### config.mk
export PLATFORM = sky130hd
export DESIGN_NAME = rpn_stack_calc
export DESIGN_NICKNAME = d
export VERILOG_FILES = /design/src/rtl/rpn_stack_calc.sv
export SDC_FILE = /design/constraint.sdc
export NUM_CORES = 1
export LEC_CHECK = 0
export ABC_CLOCK_PERIOD_IN_PS = 7600
export CORE_AREA = 2 2 170 172
export CTS_BUF_LIST = sky130_fd_sc_hd__clkbuf_8
export CTS_CLUSTER_DIAMETER = 80
export DETAILED_ROUTE_END_ITERATION = 10
export DIE_AREA = 0 0 172 174
export GPL_ROUTABILITY_DRIVEN = 0
export PLACE_DENSITY = 0.67
export SLEW_MARGIN = 20
export SYNTH_ARGS = -nofsm -noshare
export SYNTH_HDL_FRONTEND = slang
export SYNTH_SLANG_ARGS = --single-unit
### constraint.sdc
create_clock -name clock -period 7.6 [get_ports clock]
set_input_delay 1.9 -clock clock [delete_from_list [all_inputs] [get_ports clock]]
set_output_delay 1.9 -clock clock [all_outputs]
set_load 0.01 [all_outputs]
### src/rtl/rpn_stack_calc.sv
// Stack calculator: a LIFO of WIDTH-bit words driven by a valid/ready command port.
// ADD/SUB/SWAP read their two operands over a three-state FSM; all other commands complete in one cycle.
module rpn_stack_calc #(
   parameter int WIDTH = 16,
   parameter int DEPTH = 8,
   parameter int CNT_W = $clog2(DEPTH + 1)
) (
   input  logic             clock,
   input  logic             reset,
   input  logic             cmd_valid,
   output logic             cmd_ready,
   input  logic [3:0]       cmd_opcode,
   input  logic [WIDTH-1:0] cmd_data,
   output logic [WIDTH-1:0] top,
   output logic [CNT_W-1:0] depth,
   output logic             full,
   output logic             empty,
   output logic [WIDTH-1:0] result,
   output logic             result_valid,
   output logic             carry,
   output logic [3:0]       error
);
   localparam int IDX_W = (DEPTH > 1) ? $clog2(DEPTH) : 1;

   localparam logic [3:0] OP_NOP   = 4'd0;
   localparam logic [3:0] OP_PUSH  = 4'd1;
   localparam logic [3:0] OP_PEEK  = 4'd2;
   localparam logic [3:0] OP_ADD   = 4'd3;
   localparam logic [3:0] OP_SWAP  = 4'd4;
   localparam logic [3:0] OP_POP   = 4'd5;
   localparam logic [3:0] OP_SUB   = 4'd6;
   localparam logic [3:0] OP_DUP   = 4'd7;
   localparam logic [3:0] OP_CLEAR = 4'd8;

   localparam logic [3:0] ERR_NONE = 4'd0;
   localparam logic [3:0] ERR_OVF  = 4'd1;
   localparam logic [3:0] ERR_UND  = 4'd2;
   localparam logic [3:0] ERR_ILL  = 4'd3;

   typedef enum logic [1:0] {ST_IDLE, ST_FETCH, ST_WB} state_t;

   state_t           state_q, state_d;
   logic             ready_q, ready_d;
   logic [CNT_W-1:0] depth_q, depth_d;
   logic             full_q, full_d, empty_q, empty_d;
   logic [WIDTH-1:0] top_q, top_d, result_q, result_d;
   logic             rv_q, rv_d, carry_q, carry_d;
   logic [3:0]       err_q, err_d;
   logic [WIDTH-1:0] stk_q [DEPTH];
   logic [WIDTH-1:0] stk_d [DEPTH];
   logic [WIDTH-1:0] a_q, a_d, b_q, b_d;
   logic [3:0]       op_q, op_d;

   logic [CNT_W-1:0] cnt_dec, cnt_dec2;
   logic [IDX_W-1:0] ia, ib, ip;
   logic [WIDTH:0]   alu;

   assign cnt_dec  = depth_q - CNT_W'(1);
   assign cnt_dec2 = depth_q - CNT_W'(2);
   assign ia       = cnt_dec[IDX_W-1:0];
   assign ib       = cnt_dec2[IDX_W-1:0];
   assign ip       = depth_q[IDX_W-1:0];
   // Bit WIDTH is the carry-out for ADD and the borrow (b<a) for SUB.
   assign alu      = (op_q == OP_SUB) ? ({1'b0, b_q} - {1'b0, a_q})
                                      : ({1'b0, b_q} + {1'b0, a_q});

   always_comb begin
      state_d  = state_q;
      depth_d  = depth_q;
      top_d    = top_q;
      result_d = result_q;
      rv_d     = 1'b0;
      carry_d  = carry_q;
      err_d    = err_q;
      stk_d    = stk_q;
      a_d      = a_q;
      b_d      = b_q;
      op_d     = op_q;
      case (state_q)
         ST_IDLE: begin
            if (cmd_valid && ready_q) begin
               case (cmd_opcode)
                  OP_NOP: ;
                  OP_PUSH: begin
                     if (full_q) err_d = ERR_OVF;
                     else begin
                        stk_d[ip] = cmd_data;
                        depth_d   = depth_q + CNT_W'(1);
                        top_d     = cmd_data;
                     end
                  end
                  OP_PEEK, OP_POP: begin
                     if (empty_q) err_d = ERR_UND;
                     else begin
                        result_d = top_q;
                        rv_d     = 1'b1;
                        if (cmd_opcode == OP_POP) begin
                           depth_d = cnt_dec;
                           top_d   = (depth_q >= CNT_W'(2)) ? stk_q[ib] : '0;
                        end
                     end
                  end
                  OP_DUP: begin
                     if (empty_q)     err_d = ERR_UND;
                     else if (full_q) err_d = ERR_OVF;
                     else begin
                        stk_d[ip] = top_q;
                        depth_d   = depth_q + CNT_W'(1);
                     end
                  end
                  OP_CLEAR: begin
                     depth_d = '0;
                     top_d   = '0;
                     err_d   = ERR_NONE;
                  end
                  OP_ADD, OP_SUB, OP_SWAP: begin
                     if (depth_q < CNT_W'(2)) err_d = ERR_UND;
                     else begin
                        a_d     = stk_q[ia];
                        op_d    = cmd_opcode;
                        state_d = ST_FETCH;
                     end
                  end
                  default: err_d = ERR_ILL;
               endcase
            end
         end
         ST_FETCH: begin
            b_d     = stk_q[ib];
            state_d = ST_WB;
         end
         ST_WB: begin
            if (op_q == OP_SWAP) begin
               stk_d[ia] = b_q;
               stk_d[ib] = a_q;
               top_d     = b_q;
            end else begin
               stk_d[ib] = alu[WIDTH-1:0];
               top_d     = alu[WIDTH-1:0];
               carry_d   = alu[WIDTH];
               depth_d   = cnt_dec;
            end
            state_d = ST_IDLE;
         end
         default: state_d = ST_IDLE;
      endcase
      full_d  = (depth_d == CNT_W'(DEPTH));
      empty_d = (depth_d == '0);
      ready_d = (state_d == ST_IDLE);
   end

   always_ff @(posedge clock) begin
      if (!reset) begin
         state_q  <= ST_IDLE;
         ready_q  <= 1'b0;
         depth_q  <= '0;
         full_q   <= 1'b0;
         empty_q  <= 1'b1;
         top_q    <= '0;
         result_q <= '0;
         rv_q     <= 1'b0;
         carry_q  <= 1'b0;
         err_q    <= ERR_NONE;
      end else begin
         state_q  <= state_d;
         ready_q  <= ready_d;
         depth_q  <= depth_d;
         full_q   <= full_d;
         empty_q  <= empty_d;
         top_q    <= top_d;
         result_q <= result_d;
         rv_q     <= rv_d;
         carry_q  <= carry_d;
         err_q    <= err_d;
      end
   end

   // Storage and operand latches need no reset: depth==0 marks every entry invalid.
   always_ff @(posedge clock) begin
      stk_q <= stk_d;
      a_q   <= a_d;
      b_q   <= b_d;
      op_q  <= op_d;
   end

   assign cmd_ready    = ready_q;
   assign top          = top_q;
   assign depth        = depth_q;
   assign full         = full_q;
   assign empty        = empty_q;
   assign result       = result_q;
   assign result_valid = rv_q;
   assign carry        = carry_q;
   assign error        = err_q;
endmodule

### After elaboration in Yosys (flattened, before gate mapping)

Cells that the tools add are included.

| storage, ports and cells | value |
|---|---|
| input bits | 23 |
| register bits after elaboration | 211 |
| output and inout bits | 45 |
| logic and storage cells | 133 |

| cells by class | value |
|---|---|
| eq/ne operators | 23 |
| add/sub/neg operators | 5 |
| reductions and logical operators | 18 |
| bitwise operators | 7 |
| order comparisons | 8 |
| muxes and demuxes | 51 |

Operator list:

| kind | count |
|---|---|
| $bwmux 128 | 5 |
| $mux 128 | 5 |
| $pmux 128 s2 | 2 |
| $mux 16 | 13 |
| $demux 16 s3 | 3 |
| $bmux 16 s3 | 2 |
| $pmux 16 s3 | 1 |
| $mux 4 | 10 |
| $pmux 16 s2 | 1 |
| $eq 4x3->1 const B | 6 |
| $pmux 4 s6 | 1 |
| $add 16x16->17 | 1 |
| $mux 17 | 1 |
| $sub 16x16->17 | 1 |
| $pmux 4 s4 | 1 |
| $ne 3x3->1 const B | 5 |
| $ge 4x4->1 const B | 3 |
| $lt 4x1->1 const B | 3 |
| $not 3->4 | 3 |
| $reduce_and 4->1 | 3 |
| $reduce_and 6->1 | 2 |
| $eq 4x2->1 const B | 2 |
| $eq 4x4->1 const B | 2 |
| $logic_not 4->1 | 2 |
| other kinds (23) | 34 |

### Logic depth before layout (Yosys ltp)

Gate-level depths: netlist (run 1).

| depth | value |
|---|---|
| depth in word-level cells | 11 |
| gate-level depth with buffers | 14 |
| depth with buffers taken out | 12 |

### Least setup slack after synthesis (run 1)

Ideal clock, no wire load.

| path | value |
|---|---|
| path type | in2reg |
| start | input port cmd_opcode[1] |
| end | register stk_q[100] in the netlist's numbering, enable pin |
| path slack | 2688 ps |
| arrival | 4498 ps |
| required time | 7186 ps |
| buffers on the path | 4 |
| stages on the path | 9 |
| setup time | 414 ps |
| cells stage by stage | buf_2 > clkbuf_1 > nand4b_1 > buf_2 > buf_2 > nor2_1 > nor3_1 > o21ai_1 > a211oi_1 |

| between the ends | value |
|---|---|
| word-level cells in the longest chain between the ends | 3 |
| elaborated cells between the ends (all ways) | 7 |
| classes of those cells | 6 x eq/ne; 1 x reduce/logical |

Ends and longest elaborated chain:

| what | line | RTL |
|---|---|---|
| from (decl) | 12 | `input logic [3:0] cmd_opcode,` |
| $eq 4x3->1 or $eq 4x1->1 (tied branches) | 82 | `case (cmd_opcode)` |
| $ne 3x1->1 (no line) or $ne 3x3->1 (tied branches) | - |  |
| $reduce_and 6->1 (no line) * | - |  |
| to (signal assigned) | 180 | `stk_q <= stk_d;` |
| to (decl) | 49 | `logic [WIDTH-1:0] stk_q [DEPTH];` |

Every way passes the cells marked *; elsewhere a longest branch is shown, timed or not.
A chain may end at the register's enable or synchronous reset.

### Worst setup path after layout (run 1)

| path | value |
|---|---|
| start | input port cmd_opcode[0] |
| end | register stk_q[22] in the netlist's numbering, enable pin |

Same word-level chain as after synthesis.

==> results.txt, run 1 <==
CP arrival -> 5.14 ns
Number of synthesized flops with an enable pin -> 164
Sequential area share after synthesis -> 42.31%
DR vias -> 13610
Die X-Extent -> 172 microns
Crit Path Max Fanout -> 16
Status -> completed
Clock Sinks -> 211
Synth top area share -> 35.53%
Post-synth cell types -> 82
Pwr per Cell Area -> 159.0 mW/mm^2
Tmin final -> 4.993 ns
Met1 WL -> 20500 microns
Synthesized area per cell -> 9.916 sq um
DRT Wirelength -> 55230 microns
Post-CTS Setup Bufs -> 0
Most numerous cell in the Yosys netlist -> edfxtp_1
Post-route ant nets -> 0
Area grow syn2layout -> 12.57%
Crit end category -> flip-flop
Layout cells sized above 1 -> 11.84%
I/O pin total -> 68
Maxcap violations -> 0
Top Metal Used -> met4
Initial Util -> 49.09%
Final #Nets -> 1454
Drt wl/cell -> 30.33 microns
DR WL met2 -> 23490 microns
Num CTS Buffers -> 40
WS Path Type -> primary input to flip-flop
First-pass GRT wire length -> 81620 microns
Cell accounting for the most synthesized area -> edfxtp_1
Die Area -> 0.02993 sq mm
Critical Path RT -> 7.75 ns
Synth Cell Area -> 0.01386 sq mm
Hold WS -> 0.4584 ns
Final setup violating endpoints -> 0
Detailed-route vias per instance -> 7.475
Synth warn -> 0
Pin count of the biggest net entering global routing -> 54
GRT Overall Usage -> 36.53%
Tcrit/Tclk final -> 65.69%
Syn_nets -> 1446
Skew final -> 0.03484 ns
Gr ovfl total -> 0
Startpoint class of the critical path -> primary input
H-tree depth -> 2
Site row count -> 62
Synth top area cells -> edfxtp_1 (36%), a22oi_1 (7.3%), dfxtp_1 (6.8%)
CTS Root Cell -> clkbuf_8
VDD IR max -> 0.1103 mV
Post-CTS Hold Buffers -> 0
Share of synthesized registers carrying an async set or reset -> 0%
Port Buf Inserts -> 67
CTS clock-pin slew for the worst setup and hold paths -> 0.07 ns
Post-route setup TNS -> 0 ns
Met3 routed WL -> 6933 microns
Leak -> 4.879 nW
Residual DRC -> 0
Post-CTS sizing -> 0
Vias in the first global route -> 12870
Clk_lat worst skew -> 0.56 ns
Cells after Synth -> 1398
Die Height -> 174 microns
Flops & latches, synth -> 211
Slew HR -> 14.81%
Top_reg_cell synth -> edfxtp_1
HPWL Detailed -> 37870 microns
Least-Margin Pin Slew -> 1.278 ns
Synth top cells by count -> edfxtp_1 (164), nand2_1 (143), a22oi_1 (134)
Max-slew violations -> 0
Antenna violations before repair -> 1
Max Clk Rate -> 200.3 MHz
Final hold vios -> 0
CTS Buffer Depth -> 3
CTS tree -> yes
RSZ-0062 raised after global routing -> false
Core area -> 0.02824 sq mm
Min-Delay Path Class -> flip-flop to flip-flop
First drt pass iteration count -> 8
1st-iter DRT viols -> 2789
## per-stage QoR
stage               instances  total power, W  utilization [%]  worst slack, ns  cell area (sq um)
floorplan                1398        0.001326                -            2.688              13860
global route             1820        0.002540            55.26            2.532              15600
finish                   1821        0.002482            55.26            2.607              15610
detailed placement       1748        0.001374            52.33            2.072              14780
CTS                      1820        0.002476            55.14            2.609              15570
global placement         1748        0.001372            52.33            2.235              14780
## registers in the layout, summed over array words and instances (netlist names)
signal / flops
result: 16
b_q: 16
result_valid: 1
carry: 1
stk_q: 128
state_q: 2
error: 4
full: 1
a_q: 16
op_q: 4
empty: 1
top: 16
cmd_ready: 1
depth: 4
## power breakdown
group / internal (W) / leakage (nW) / switching (W)
combinational: 0.0000432 / 2.67 / 0.0000741
clock: 0.000615 / 0.465 / 0.000512
sequential: 0.00123 / 1.75 / 0.00000388
## cell usage in the layout, fill, tap and decap left out, types with 30 or more instances in the layout
| cell type | n |
|---|---|
| edfxtp_1 | 164 |
| nand2_1 | 141 |
| clkbuf_8 | 49 |
| o21ai_0 | 75 |
| o221ai_1 | 68 |
| buf_4 | 30 |
| a22oi_1 | 134 |
| nand3_1 | 37 |
| nor2_1 | 96 |
| mux2i_1 | 33 |
| clkdlybuf4s50_1 | 67 |
| inv_1 | 33 |
| o22ai_1 | 32 |
| a21oi_1 | 46 |
| mux4_2 | 32 |
| dfxtp_1 | 45 |
## worst max-delay path, cell delays in order
cell and delay, ns:
clkdlybuf4s50_1 0.80, nor2b_1 0.52, o21ai_0 0.37, nor3_1 0.33, o21ai_2 0.26, a21oi_2 0.93
## routing by layer
layer | up-vias | GRT usage [%]
met1 | 6471 | 49.90
met5 | - | 0
met4 | 0 | 23.88
li1 | 5611 | -
met3 | 288 | 6.990
met2 | 1242 | 52.78
## layout make-up
| type | count | area (sq um) |
|---|---|---|
| timing repair buffer | 97 | 895.9 |
| inverter | 19 | 71.32 |
| multi-input combinational | 1037 | 7492 |
| fill | 2514 | 12630 |
| sequential | 211 | 5868 |
| clock buffer | 49 | 674.4 |
| clock inverter | 23 | 120.1 |
| antenna | 1 | 2.502 |
| tap | 384 | 480.5 |
## worst paths after layout
path | start | to | slack [ns] | cells past startpoint
max | cmd_opcode[0] | stk_q[22] | 2.61 | 6
min | error[0] | error[0] | 0.46 | 2
max reg2reg | depth[0] | stk_q[66] | 2.73 | 9
min reg2reg | error[0] | error[0] | 0.46 | 2
## logic make-up (layout without fill, tap and decap cells)
group	Yosys count	in the layout	share of synthesized area [%]
muxes	81	81	8.882
other	0	1	0
DFF	211	211	42.31
buffers and inverters	150	188	4.414
adders and majority gates	25	25	2.311
AOI/OAI and AO/OA	519	519	27.52
and+or+nand+nor	390	390	13.17
xor gates and xnor gates	22	22	1.390
Note: power is estimated with default switching activity, not from simulation.
==> run 2: changes to the inputs <==
--- a/config.mk
+++ b/config.mk
@@ -5,14 +5,14 @@
 export SDC_FILE = /design/constraint.sdc
 export NUM_CORES = 1
 export LEC_CHECK = 0
-export ABC_CLOCK_PERIOD_IN_PS = 7600
+export ABC_CLOCK_PERIOD_IN_PS = 4000
 export CORE_AREA = 2 2 170 172
 export CTS_BUF_LIST = sky130_fd_sc_hd__clkbuf_8
 export CTS_CLUSTER_DIAMETER = 80
 export DETAILED_ROUTE_END_ITERATION = 10
 export DIE_AREA = 0 0 172 174
 export GPL_ROUTABILITY_DRIVEN = 0
-export PLACE_DENSITY = 0.67
+export PLACE_DENSITY = 0.7
 export SLEW_MARGIN = 20
 export SYNTH_ARGS = -nofsm -noshare
 export SYNTH_HDL_FRONTEND = slang
==> constraint.sdc (replaced) <==
create_clock -name clock -period 4 [get_ports clock]
set_input_delay 1 -clock clock [delete_from_list [all_inputs] [get_ports clock]]
set_output_delay 1 -clock clock [all_outputs]
set_load 0.01 [all_outputs]
==> results.txt, run 2 (same netlist as run 1, synthesis figures left out) <==
Met1 WL -> 20870 microns
Max Clk Rate -> 255.3 MHz
Residual DRC -> 0
Die X-Extent -> 172 microns
Post-route ant nets -> 0
CP arrival -> 4.16 ns
Internal -> 0.003564 W
Final #Nets -> 1515
Clk_lat worst skew -> 0.55 ns
Core area -> 0.02824 sq mm
VDD IR max -> 0.2698 mV
Post-route setup TNS -> 0 ns
Site row count -> 62
Critical Path RT -> 4.24 ns
DRT Wirelength -> 58660 microns
Commonest non-fill, non-tap cell in the layout -> edfxtp_1
DR WL met2 -> 23330 microns
Die Height -> 174 microns
Tcrit/Tclk final -> 97.91%
Final setup violating endpoints -> 0
Vias in the first global route -> 13390
Switching pwr -> 0.001121 W
Top Metal Used -> met5
First drt pass iteration count -> 11
Least-Margin Pin Slew -> 1.161 ns
Slew HR -> 22.50%
Status -> completed
Most frequent cells in the layout -> edfxtp_1 (164), nand2_1 (142), a22oi_1 (134), nor2_1 (95), buf_4 (85)
Max-slew violations -> 0
Largest register FFs -> 128
Pwr per Cell Area -> 290.4 mW/mm^2
Crit end category -> flip-flop
Die Area -> 0.02993 sq mm
CTS clock-pin slew for the worst setup and hold paths -> 0.06 ns
Tmin final -> 3.916 ns
I/O pin total -> 68
Leak -> 5.150 nW
Layout cells sized above 1 -> 15.38%
Maxcap violations -> 0
Port Buf Inserts -> 67
Initial Util -> 49.09%
Antenna violations before repair -> 3
Comb pwr share -> 5.3%
DR vias -> 14150
WS Path Type -> flip-flop to flip-flop
Clock Sinks -> 211
Filler cells -> 2468
Reg with most FFs -> stk_q
Pin count of the biggest net entering global routing -> 53
Skew final -> 0.02238 ns
Clk pwr share -> 44.5%
H-tree depth -> 2
HPWL Detailed -> 39480 microns
Detailed-route vias per instance -> 7.525
Min-Delay Path Class -> flip-flop to flip-flop
CTS Buffer Depth -> 3
GRT Overall Usage -> 38.38%
Crit Path Max Fanout -> 6
CTS Root Cell -> clkbuf_8
First-pass GRT wire length -> 84590 microns
Sw frac -> 23.93%
CTS tree -> yes
Flop pwr share -> 50.2%
Met3 routed WL -> 9540 microns
1st-iter DRT viols -> 2753
Gr ovfl total -> 0
Num CTS Buffers -> 38
Area grow syn2layout -> 16.38%
Startpoint class of the critical path -> flip-flop
Drt wl/cell -> 31.20 microns
Overall Power -> 0.004685 W
Final hold vios -> 0
## run 2: cell types whose count changed in the layout (fill, tap and decap cells not counted), moves of 3 or more
cell / change
a21oi_2: +3
a21oi_4: -3
buf_12: +8
buf_4: +55
clkbuf_8: -9
clkinv_1: +7
inv_1: -6
nor2_4: +3
## run 2: worst paths after layout
kind,from,end,slack [ns],cells past startpoint
setup reg to reg,op_q[0],stk_q[26],0.08,10
hold / removal,error[0],error[0],0.46,2
setup / recovery,op_q[0],stk_q[26],0.08,10
hold reg to reg,error[0],error[0],0.46,2
## run 2: stage by stage
step / instances / util (%) / hold WS, ns / setup slack [ns] / area, sq um
finish: 1880 / 57.13 / 0.4556 / 0.08350 / 16130
CTS: 1877 / 56.99 / 0.4560 / 0.09720 / 16090
floorplan: 1398 / - / 0.4678 / 0.2487 / 13870
global route: 1879 / 57.13 / 0.4701 / -0.06981 / 16130
detailed placement: 1809 / 54.33 / 0.4452 / 0.1010 / 15340
global placement: 1809 / 54.33 / 0.4356 / 0.2406 / 15340
## run 2: area by class of cell
cell class	count	area (sq um)	share of cell area, %
diodes	1	2.502	0.01551
well taps	384	480.5	2.978
flip-flops and latches	211	5868	36.37
clock buffers	40	550.5	3.412
multi-input cells	1037	7491	46.43
clock inverters	28	200.2	1.241
inverters	19	71.32	0.4421
repair buffers	160	1469	9.105
## run 2: timing repair
item / 4_1_cts / 5_1_grt
buffers inserted: 0 / 2
hold buffers: 0 / 0
setup endpoints to repair: 0 / 46
resized for setup: 0 / 5
## run 2: power by group through the flow
| stage | clock network, W | logic (W) | registers, W |
|---|---|---|---|
| after floorplan | 0 | 0.000124 | 0.00240 |
| after global placement | 0 | 0.000234 | 0.00240 |
| after detailed placement | 0 | 0.000236 | 0.00240 |
| after CTS | 0.00209 | 0.000237 | 0.00235 |
| after global routing | 0.00218 | 0.000258 | 0.00235 |
| final | 0.00208 | 0.000250 | 0.00235 |
## run 2: metal layers
layer / global-route usage [%] / up-vias
met3: 15.98 / 401
met1: 49.82 / 6599
li1: - / 5747
met5: 0 / -
met4: 25.04 / 2
met2: 52.14 / 1398
## run 2: critical path, stage by stage, from the launching register on
cell and delay, ns:
edfxtp_1 0.43, nor3b_1 0.38, nand2_1 0.17, mux2i_1 0.18
fa_1 0.45, a211oi_1 0.39, o21ai_1 0.31, a31oi_1 0.28
o211ai_1 0.13, mux2i_1 0.62, o221ai_1 0.29
